<file path="config.mk">
export PLATFORM = sky130hd
export DESIGN_NAME = div_flat
export DESIGN_NICKNAME = d
export VERILOG_FILES = /design/src/rtl/div_if.sv /design/src/rtl/div.sv /design/src/flat_wrapper.sv
export SDC_FILE = /design/constraint.sdc
export NUM_CORES = 1
export LEC_CHECK = 0
export BUFFER_PORTS_ARGS = -buffer_cell sky130_fd_sc_hd__buf_2
export CAP_MARGIN = 20
export CORE_MARGIN = 1.5
export CORE_UTILIZATION = 55
export CTS_BUF_LIST = sky130_fd_sc_hd__clkbuf_4 sky130_fd_sc_hd__clkbuf_8
export DETAILED_ROUTE_END_ITERATION = 16
export GPL_TIMING_DRIVEN = 0
export PLACE_DENSITY = 0.76
export SLEW_MARGIN = 20
export SYNTH_ARGS = -nofsm -noshare
export SYNTH_HDL_FRONTEND = slang
export SYNTH_SLANG_ARGS = --single-unit
</file>
<file path="constraint.sdc">
create_clock -name clk -period 4.5 [get_ports clk]
set_input_delay 0 -clock clk [delete_from_list [all_inputs] [get_ports clk]]
set_output_delay 0 -clock clk [all_outputs]
set_load 0.005 [all_outputs]
</file>
<file path="src/rtl/div_if.sv">
// Request/response bundle between the execute stage and the multi-cycle divider.
// The master side is the execute stage and the slave side is the divider.
interface div_if;
    logic        signed_div_i;
    logic [31:0] opdata1_i;
    logic [31:0] opdata2_i;
    logic        start_i;
    logic        annul_i;
    logic [63:0] result_o;
    logic        ready_o;

    modport master (
        output signed_div_i, opdata1_i, opdata2_i, start_i, annul_i,
        input  result_o, ready_o
    );

    modport slave (
        input  signed_div_i, opdata1_i, opdata2_i, start_i, annul_i,
        output result_o, ready_o
    );
endinterface

</file>
<file path="src/rtl/div.sv">
// Restoring 32-bit divider for DIV/DIVU, one quotient bit per cycle.
// Returns {remainder, quotient} with ready_o held until start_i drops.
//
//   state    | meaning
//   S_FREE   | idle, waiting for an un-annulled request
//   S_BYZERO | divisor was zero, answer is all-zero
//   S_ON     | iterating (cnt 0..31), finalising signs at cnt == 32
//   S_END    | result valid, held until start_i is released
module div (
    input  logic clk,
    input  logic rst,
    div_if.slave bus
);
    typedef enum logic [1:0] {S_FREE, S_BYZERO, S_ON, S_END} state_t;

    state_t      state_q, state_d;
    logic [5:0]  cnt_q, cnt_d;
    logic [64:0] work_q, work_d;
    logic [31:0] divisor_q, divisor_d;
    logic        q_neg_q, q_neg_d;
    logic        r_neg_q, r_neg_d;
    logic [63:0] result_q, result_d;
    logic        ready_q, ready_d;

    logic [31:0] abs1, abs2;
    logic [64:0] shifted;
    logic [32:0] diff;
    logic [31:0] quot, rem;

    always_comb begin
        abs1 = (bus.signed_div_i && bus.opdata1_i[31]) ? (~bus.opdata1_i + 32'd1) : bus.opdata1_i;
        abs2 = (bus.signed_div_i && bus.opdata2_i[31]) ? (~bus.opdata2_i + 32'd1) : bus.opdata2_i;
        // The upper 33 bits hold the partial remainder; bit 32 of diff flags a borrow.
        shifted = work_q << 1;
        diff    = shifted[64:32] - {1'b0, divisor_q};
        quot    = q_neg_q ? (~work_q[31:0] + 32'd1) : work_q[31:0];
        rem     = r_neg_q ? (~work_q[63:32] + 32'd1) : work_q[63:32];

        state_d   = state_q;
        cnt_d     = cnt_q;
        work_d    = work_q;
        divisor_d = divisor_q;
        q_neg_d   = q_neg_q;
        r_neg_d   = r_neg_q;
        result_d  = result_q;
        ready_d   = ready_q;

        case (state_q)
            S_FREE: begin
                if (bus.start_i && !bus.annul_i) begin
                    if (bus.opdata2_i == 32'd0) begin
                        state_d = S_BYZERO;
                    end else begin
                        state_d   = S_ON;
                        cnt_d     = 6'd0;
                        work_d    = {33'd0, abs1};
                        divisor_d = abs2;
                        q_neg_d   = bus.signed_div_i && (bus.opdata1_i[31] ^ bus.opdata2_i[31]);
                        r_neg_d   = bus.signed_div_i && bus.opdata1_i[31];
                    end
                end
            end
            S_BYZERO: begin
                if (bus.annul_i) begin
                    state_d = S_FREE;
                    cnt_d   = 6'd0;
                end else begin
                    state_d  = S_END;
                    result_d = 64'd0;
                    ready_d  = 1'b1;
                end
            end
            S_ON: begin
                if (bus.annul_i) begin
                    state_d  = S_FREE;
                    cnt_d    = 6'd0;
                    result_d = 64'd0;
                    ready_d  = 1'b0;
                end else if (cnt_q < 6'd32) begin
                    if (!diff[32]) begin
                        work_d = {diff, shifted[31:0] | 32'd1};
                    end else begin
                        work_d = shifted;
                    end
                    cnt_d = cnt_q + 6'd1;
                end else begin
                    state_d  = S_END;
                    result_d = {rem, quot};
                    ready_d  = 1'b1;
                end
            end
            S_END: begin
                if (!bus.start_i) begin
                    state_d  = S_FREE;
                    cnt_d    = 6'd0;
                    result_d = 64'd0;
                    ready_d  = 1'b0;
                end
            end
            default: begin
                state_d  = S_FREE;
                cnt_d    = 6'd0;
                result_d = 64'd0;
                ready_d  = 1'b0;
            end
        endcase
    end

    always_ff @(posedge clk) begin
        if (rst) begin
            state_q   <= S_FREE;
            cnt_q     <= 6'd0;
            work_q    <= 65'd0;
            divisor_q <= 32'd0;
            q_neg_q   <= 1'b0;
            r_neg_q   <= 1'b0;
            result_q  <= 64'd0;
            ready_q   <= 1'b0;
        end else begin
            state_q   <= state_d;
            cnt_q     <= cnt_d;
            work_q    <= work_d;
            divisor_q <= divisor_d;
            q_neg_q   <= q_neg_d;
            r_neg_q   <= r_neg_d;
            result_q  <= result_d;
            ready_q   <= ready_d;
        end
    end

    assign bus.result_o = result_q;
    assign bus.ready_o  = ready_q;
endmodule
</file>
<file path="src/flat_wrapper.sv">
// flat-port wrapper written by rule: the top's interface ports become plain ports
module div_flat 
  (clk, rst, bus_signed_div_i, bus_opdata1_i, bus_opdata2_i, bus_start_i, bus_annul_i, bus_result_o, bus_ready_o);
  div_if bus_i ();
  input  logic clk;
  input  logic rst;
  input wire logic [$bits(bus_i.signed_div_i)-1:0] bus_signed_div_i;
  input wire logic [$bits(bus_i.opdata1_i)-1:0] bus_opdata1_i;
  input wire logic [$bits(bus_i.opdata2_i)-1:0] bus_opdata2_i;
  input wire logic [$bits(bus_i.start_i)-1:0] bus_start_i;
  input wire logic [$bits(bus_i.annul_i)-1:0] bus_annul_i;
  output wire logic [$bits(bus_i.result_o)-1:0] bus_result_o;
  output wire logic [$bits(bus_i.ready_o)-1:0] bus_ready_o;
  assign bus_i.signed_div_i = bus_signed_div_i;
  assign bus_i.opdata1_i = bus_opdata1_i;
  assign bus_i.opdata2_i = bus_opdata2_i;
  assign bus_i.start_i = bus_start_i;
  assign bus_i.annul_i = bus_annul_i;
  assign bus_result_o = bus_i.result_o;
  assign bus_ready_o = bus_i.ready_o;
  div u_core (.clk(clk), .rst(rst), .bus(bus_i));
endmodule
</file>
==> impl_metrics.py, run 1 <==
metrics = {
    "grt": {
        "grtUsageTotal_pct": 31.02,
        "grt.overflow.total": 0,
        "grt_util_met2_pct": 48.41,
        "grt_max_degree": 17,
        "grt_pass1_vias": 9959,
        "grtUsageMet1_pct": 45.01,
        "grt-busiest-layer": "met2",
        "grt_pass1_wl_um": 50560,
        "grt_antenna_before_repair": 0,
        "grt_use_met3_pct": 4.698,
    },
    "sta": {
        "timing.slew.headroom_pct": 30.81,
        "hold_ws_ps": 0.8976,
        "period_needed_ps": 4111,
        "finalSetupViolCount": 0,
        "finClkSkew_ps": 12.45,
        "tns_ps": 0,
        "min_period_over_period_pct": 91.35,
        "worst_pin_slew_ps": 1025,
        "hold_violations": 0,
        "rsz0062_at_grt": "false",
        "fmax_ghz": 0.2433,
        "maxSlewViolCount": 0,
    },
    "synthesis": {
        "synth-main-ff-cell": "dfxtp_1",
        "synth_warnings": 0,
        "synth_nets": 1529,
        "async_flop_share_pct": 0,
        "synth_edf_count": 0,
        "synth-seq-area-share_pct": 31.45,
        "synthCells": 1417,
        "synth_area_um2": 10880,
        "synth_cell_types": 62,
        "syn_avg_cell_area_um2": 7.681,
        "ys_seq_elements": 171,
    },
    "critical_path": {
        "critPathKind": "reg -> reg",
        "slowest_stage": "buf_1",
        "required_ps": 4840,
        "crit_path_frequent_cell": "o21ai_0",
        "crit_path_start_kind": "register",
        "critPathTopFamily": "compound AO/OA/AOI/OAI gates",
        "worst_setup_path_end_kind": "register",
        "cp_cell_sequence": "inv_1, ha_1, fa_1, nand2b_1, a21oi_1, o211ai_1, a21o_1, o21ai_0, nand4_1, nand3_1, buf_1, mux2i_1, o21ai_0",
        "cp_num_buf_inv": 2,
        "arrival_ps": 4450,
        "crit_path_max_incr_delay_ps": 580,
        "crit_fanout": 10,
    },
    "clocking": {
        "cts_inserted_buffers": 17,
        "cts_resized": 0,
        "cts_tree": "done",
        "worst_setup_hold_path_clk_slew_ps": 100,
        "insertion_delay_ps": 470,
        "cts_root_buffer": "clkbuf_8",
        "htreeDepth": 4,
        "cts_num_sinks": 171,
        "clk_path_buf_depth": 2,
    },
    "drt": {
        "via_count": 11080,
        "drtIter0Drc": 1134,
        "via_per_inst": 5.861,
        "dr.pass1.iters": 5,
        "drtAntennaViolNets": 0,
        "wl_per_cell_um": 16.85,
        "drt_wl_total_um": 31850,
        "drc": 0,
    },
    "outcome": {
        "status": "complete, no violations",
    },
    "die": {
        "die-area_um2": 20640,
        "die_height_um": 143.7,
        "fp-row-count": 51,
        "fp.dieW_um": 143.7,
        "ios": 134,
        "core_area_um2": 19460,
        "start_util_pct": 55.92,
    },
    "pwr": {
        "ir_drop_v": 0.0002517,
        "leakagePower_nw": 5.131,
        "total_power_mw": 5.548,
        "power_density_nw_per_um2": 434.2,
    },
    "final_layout": {
        "num-nets-final": 1724,
        "syn_to_final_growth_pct": 17.39,
        "num-fill-cells": 1697,
        "layout-drive-gt1-share_pct": 11.02,
        "diodes": 0,
    },
    "placed_design": {
        "place.gp.congestion": 0.9239,
        "place_hpwl_um": 24180,
        "portBuffers": 132,
    },
    "min_path": {
        "hold_class": "in -> reg",
    },
    "run": {
        "cap_viol_max_count": 0,
    },
}
[layer usage]
metal	share of wire, %	vias to the layer above
met5	0	-
met4	1.1	0
met3	7.3	34
met2	44	411
met1	48	5192
li1	-	5441
[path summary, 6_finish.rpt]
check | slack [ps] | cells past startpoint | endpoint | from
worst max-delay path | 390 | 13 | u_core.work_q[58] | u_core.work_q[31]
worst min-delay path | 0.9 | 5 | u_core.work_q[27] | bus_opdata1_i[27]
worst max register to register | 390 | 13 | u_core.work_q[58] | u_core.work_q[31]
worst min register to register | 460 | 2 | u_core.divisor_q[31] | u_core.divisor_q[31]
[flip-flops by register name, summed over array words and instances, names as in the netlist]
| name | cells |
|---|---|
| u_core.bus.result_o | 64 |
| u_core.q_neg_q | 1 |
| u_core.divisor_q | 32 |
| u_core.work_q | 64 |
| u_core.state_q | 2 |
| u_core.r_neg_q | 1 |
| u_core.bus.ready_o | 1 |
| u_core.cnt_q | 6 |
[timing repair]
| item | 4_1_cts | 5_1_grt |
|---|---|---|
| endpoints found under the hold margin | 39 | 0 |
| hold buffers | 44 | 0 |
| setup buffers | 0 | 0 |
[cell usage in the layout, fill, tap and decap left out, drive strengths merged, types with 40 or more instances in the layout]
cell / instances
clkbuf: 95
nor2: 145
a22oi: 41
dlygate4sd3: 44
xnor2: 92
a211oi: 40
o21ai: 93
nand2: 185
dfxtp: 171
a21oi: 94
ha: 42
buf: 141
xor2: 52
inv: 57
[final cells by class]
cell class                      instances  area, um^2  share of cell area [%]
Multi-Input combinational cell       1110        6949                   54.39
Sequential cell                       171        3423                   26.79
Buffer                                 85       320.3                   2.507
Clock buffer                           19       255.2                   1.998
Clock inverter                         13       205.2                   1.606
Inverter                               51       191.4                   1.498
Tap cell                              265       331.6                   2.595
Timing Repair Buffer                  176        1101                   8.617
[worst register-to-register path: cells and delay by family (launching register included)]
family / cells / cell delay (ps)
flip-flops: 1 / 410
AO/OA/AOI/OAI: 5 / 1290
buffers and inverters: 2 / 680
AND/OR/NAND/NOR: 3 / 710
adder cells (fa/ha/maj): 2 / 620
multiplexers: 1 / 270
[metrics by stage]
step	std cells	worst slack, ps	instance area [um^2]	utilization [%]
6_report	1890	389.3	12780	65.65
5_1_grt	1890	155.0	12780	65.65
4_1_cts	1890	428.2	12780	65.65
3_5_place_dp	1814	463.5	11880	61.02
3_3_place_gp	1814	451.6	11880	61.02
2_1_floorplan	1417	1363	10880	-
[cell families after synthesis]
family / after synthesis / share of synthesized area [%]
and+or+nand+nor: 500 / 20.98
AOI/OAI and AO/OA: 409 / 24.97
DFF: 171 / 31.45
xor gates and xnor gates: 144 / 11.59
buffers and inverters: 136 / 4.702
adders and majority gates: 43 / 5.012
muxes: 14 / 1.299
[cells in the mapped netlist (17+ instances only)]
cell type / count / area (um^2)
clkbuf_1: 76 / 285.3
nand2_1: 185 / 694.4
ha_1: 42 / 525.5
nor2_1: 145 / 544.3
o311ai_0: 17 / 148.9
a21oi_1: 94 / 470.5
o21ai_0: 92 / 460.4
nand3_1: 31 / 155.2
a211oi_1: 40 / 300.3
nor3_1: 28 / 140.1
dfxtp_1: 171 / 3423
xor2_1: 52 / 455.4
o31ai_1: 28 / 210.2
inv_1: 51 / 191.4
xnor2_1: 92 / 805.8
a22oi_1: 41 / 307.8
or4_1: 18 / 135.1
or3_1: 18 / 112.6
[where the power goes]
part	internal (mW)	leakage, nW	total [mW]	switching (mW)
Combinational	0.857	3.51	2.43	1.57
Clock	0.644	0.231	1.28	0.636
Sequential	1.67	1.39	1.84	0.170
Note: power is estimated with default switching activity, not from simulation.
==> run 2, diff against run 1 <==
Settings changed: ABC_AREA from default to 1, PLACE_DENSITY 0.76 to 0.75, SKIP_LAST_GASP from default to 1.
==> impl_metrics.py, run 2 <==
metrics = {
    "die": {
        "fp-row-count": 56,
        "core_area_um2": 23610,
        "ios": 134,
        "fp.dieW_um": 158.7,
        "die-area_um2": 25200,
        "die_height_um": 158.7,
        "start_util_pct": 56.50,
    },
    "clocking": {
        "htreeDepth": 4,
        "clk_path_buf_depth": 2,
        "cts_resized": 0,
        "cts_setup_buffers": 0,
        "cts_root_buffer": "clkbuf_8",
        "worst_setup_hold_path_clk_slew_ps": 120,
        "insertion_delay_ps": 500,
        "cts_tree": "done",
        "cts_inserted_buffers": 17,
        "cts_num_sinks": 171,
    },
    "critical_path": {
        "critPathKind": "reg -> reg",
        "slowest_stage": "dfxtp_1",
        "cp_cell_sequence": "inv_1, ha_1, buf_4, inv_6, nor2_8, inv_4, nor2_4, nor4_4, nand2_2, clkinv_1, buf_4, nand3_1, a21oi_1",
        "required_ps": 4920,
        "crit_path_max_incr_delay_ps": 410,
        "arrival_ps": 3110,
        "crit_fanout": 10,
        "regToRegStartpoint": "u_core.state_q[0]",
        "startpoint": "u_core.state_q[0]",
        "crit_path_start_kind": "register",
        "worst_setup_path_end_kind": "register",
        "crit_path_frequent_cell": "buf_4",
    },
    "final_layout": {
        "syn_to_final_growth_pct": 15.12,
        "final_common_cell": "nand2_1",
        "final_area_um2": 15360,
        "layout_common_cells": "566 x nand2_1, 292 x inv_1, 216 x a21oi_1, 171 x dfxtp_1, 169 x nor2_1",
        "layout-drive-gt1-share_pct": 15.22,
        "fin_cells": 2685,
        "diodes": 0,
        "num-nets-final": 2465,
    },
    "synthesis": {
        "syn_avg_cell_area_um2": 6.202,
        "synth_area_um2": 13340,
        "synth_edf_count": 0,
        "ys_top_cells_by_area": "dfxtp_1 26%, nand2_1 16%, inv_1 8.2%",
        "synth_area_leader_cell": "dfxtp_1",
        "synth_warnings": 0,
        "synth-seq-area-share_pct": 25.66,
        "async_flop_share_pct": 0,
        "synthCells": 2151,
        "synth-main-ff-cell": "dfxtp_1",
        "ys_seq_elements": 171,
        "yosys-top-cells-count": "566 x nand2_1, 292 x inv_1, 216 x a21oi_1",
        "synth_top_area_share_pct": 25.66,
        "synth_nets": 2263,
        "yosys.cell_count.top_type": "nand2_1",
        "synth_cell_types": 54,
    },
    "sta": {
        "finClkSkew_ps": 21.85,
        "worst_pin_slew_ps": 867.6,
        "tns_ps": 0,
        "setup_ws_ps": 1809,
        "rsz0062_at_grt": "false",
        "finalSetupViolCount": 0,
        "hold_ws_ps": 30.52,
        "timing.slew.headroom_pct": 42.16,
        "maxSlewViolCount": 0,
        "min_period_over_period_pct": 59.81,
        "fmax_ghz": 0.3716,
        "period_needed_ps": 2691,
        "hold_violations": 0,
    },
    "run": {
        "cap_viol_max_count": 0,
    },
    "pwr": {
        "pwr-share-clk_pct": 17.4,
        "ir_drop_v": 0.0002382,
        "power_density_nw_per_um2": 454.5,
        "pwr-share-seq_pct": 27.6,
        "leakagePower_nw": 7.310,
        "p_int_mw": 3.386,
        "net-switching-power_mw": 3.596,
        "switching_share_pct": 51.50,
        "pwr-share-comb_pct": 55.0,
    },
    "placed_design": {
        "place.gp.congestion": 0.9488,
        "placed_cells": 2602,
        "portBuffers": 132,
        "post_dp_cell_area_um2": 14400,
        "pre_cts_ws_ps": 1935,
        "place_hpwl_um": 34300,
    },
    "min_path": {
        "min_from": "bus_opdata1_i[15]",
        "hold_class": "in -> reg",
    },
    "grt": {
        "grt_pass1_vias": 12920,
        "grt_pass1_wl_um": 67830,
        "grt_antenna_before_repair": 0,
        "grt_max_degree": 22,
        "grt.overflow.total": 0,
        "grtUsageTotal_pct": 33.69,
    },
    "drt": {
        "dr.pass1.iters": 7,
        "drtIter0Drc": 1668,
        "via_count": 14560,
        "via_per_inst": 5.421,
        "drc": 0,
        "drt_wl_total_um": 43000,
        "wl_per_cell_um": 16.02,
        "drtAntennaViolNets": 0,
    },
    "outcome": {
        "status": "complete, no violations",
    },
}
## run 2: per-stage QoR
stage / util (%) / power, mW
detailed placement: 60.99 / 5.662
floorplan: - / 4.664
global route: 65.04 / 7.462
CTS: 65.04 / 6.899
global placement: 60.99 / 5.611
finish: 65.04 / 6.981
## run 2: what timing repair did
item / CTS / global route
endpoints found under the hold margin: 53 / 0
endpoints found under the setup margin: 0 / 0
hold buffers: 51 / 0
## run 2: layout make-up
class / instances / area, um^2
buffer: 81 / 485.5
clock buffer: 17 / 234.0
clock inverter: 15 / 212.7
fill: 2258 / 8254
inverter: 303 / 1145
multi-input combinational: 1596 / 8288
sequential: 171 / 3423
tap: 319 / 399.1
timing repair buffer: 183 / 1171
## run 2: routing by layer
layer  track usage, %  share of wire [%]
met4            9.221                2.0
met1            50.38                 49
met5                0                  0
met2            49.60                 41
met3            5.068                8.3
## run 2: logic make-up after synthesis
| logic type | Yosys count | share of synthesized area [%] |
|---|---|---|
| AND/OR/NAND/NOR | 1072 | 36.48 |
| AO/OA/AOI/OAI | 420 | 17.55 |
| buffers and inverters | 384 | 12.22 |
| flip-flops | 171 | 25.66 |
| XOR/XNOR | 61 | 4.004 |
| adder cells (fa/ha/maj) | 43 | 4.089 |
## run 2: worst paths after layout
check / end / slack [ps] / depth (start not counted)
max: u_core.bus.result_o[34] / 1810 / 13
min reg2reg: u_core.bus.result_o[43] / 470 / 2
max reg2reg: u_core.bus.result_o[34] / 1810 / 13
min: u_core.work_q[15] / 30 / 5
## run 2: critical path: cells and delay by family (launching register included)
kind            cells  cell delay [ps]
compound gates      1              160
fa+ha+maj           1              200
buf+inv             6             1010
flops               1              410
simple gates        5              810
## run 2: power groups by stage
stage | Sequential, mW | Clock (mW) | Combinational (mW)
4_1_cts | 1.92 | 1.22 | 3.76
3_5_place_dp | 1.95 | 0 | 3.71
5_1_grt | 1.95 | 1.28 | 4.22
6_report | 1.93 | 1.21 | 3.84
3_3_place_gp | 1.94 | 0 | 3.67
2_1_floorplan | 1.88 | 0 | 2.79
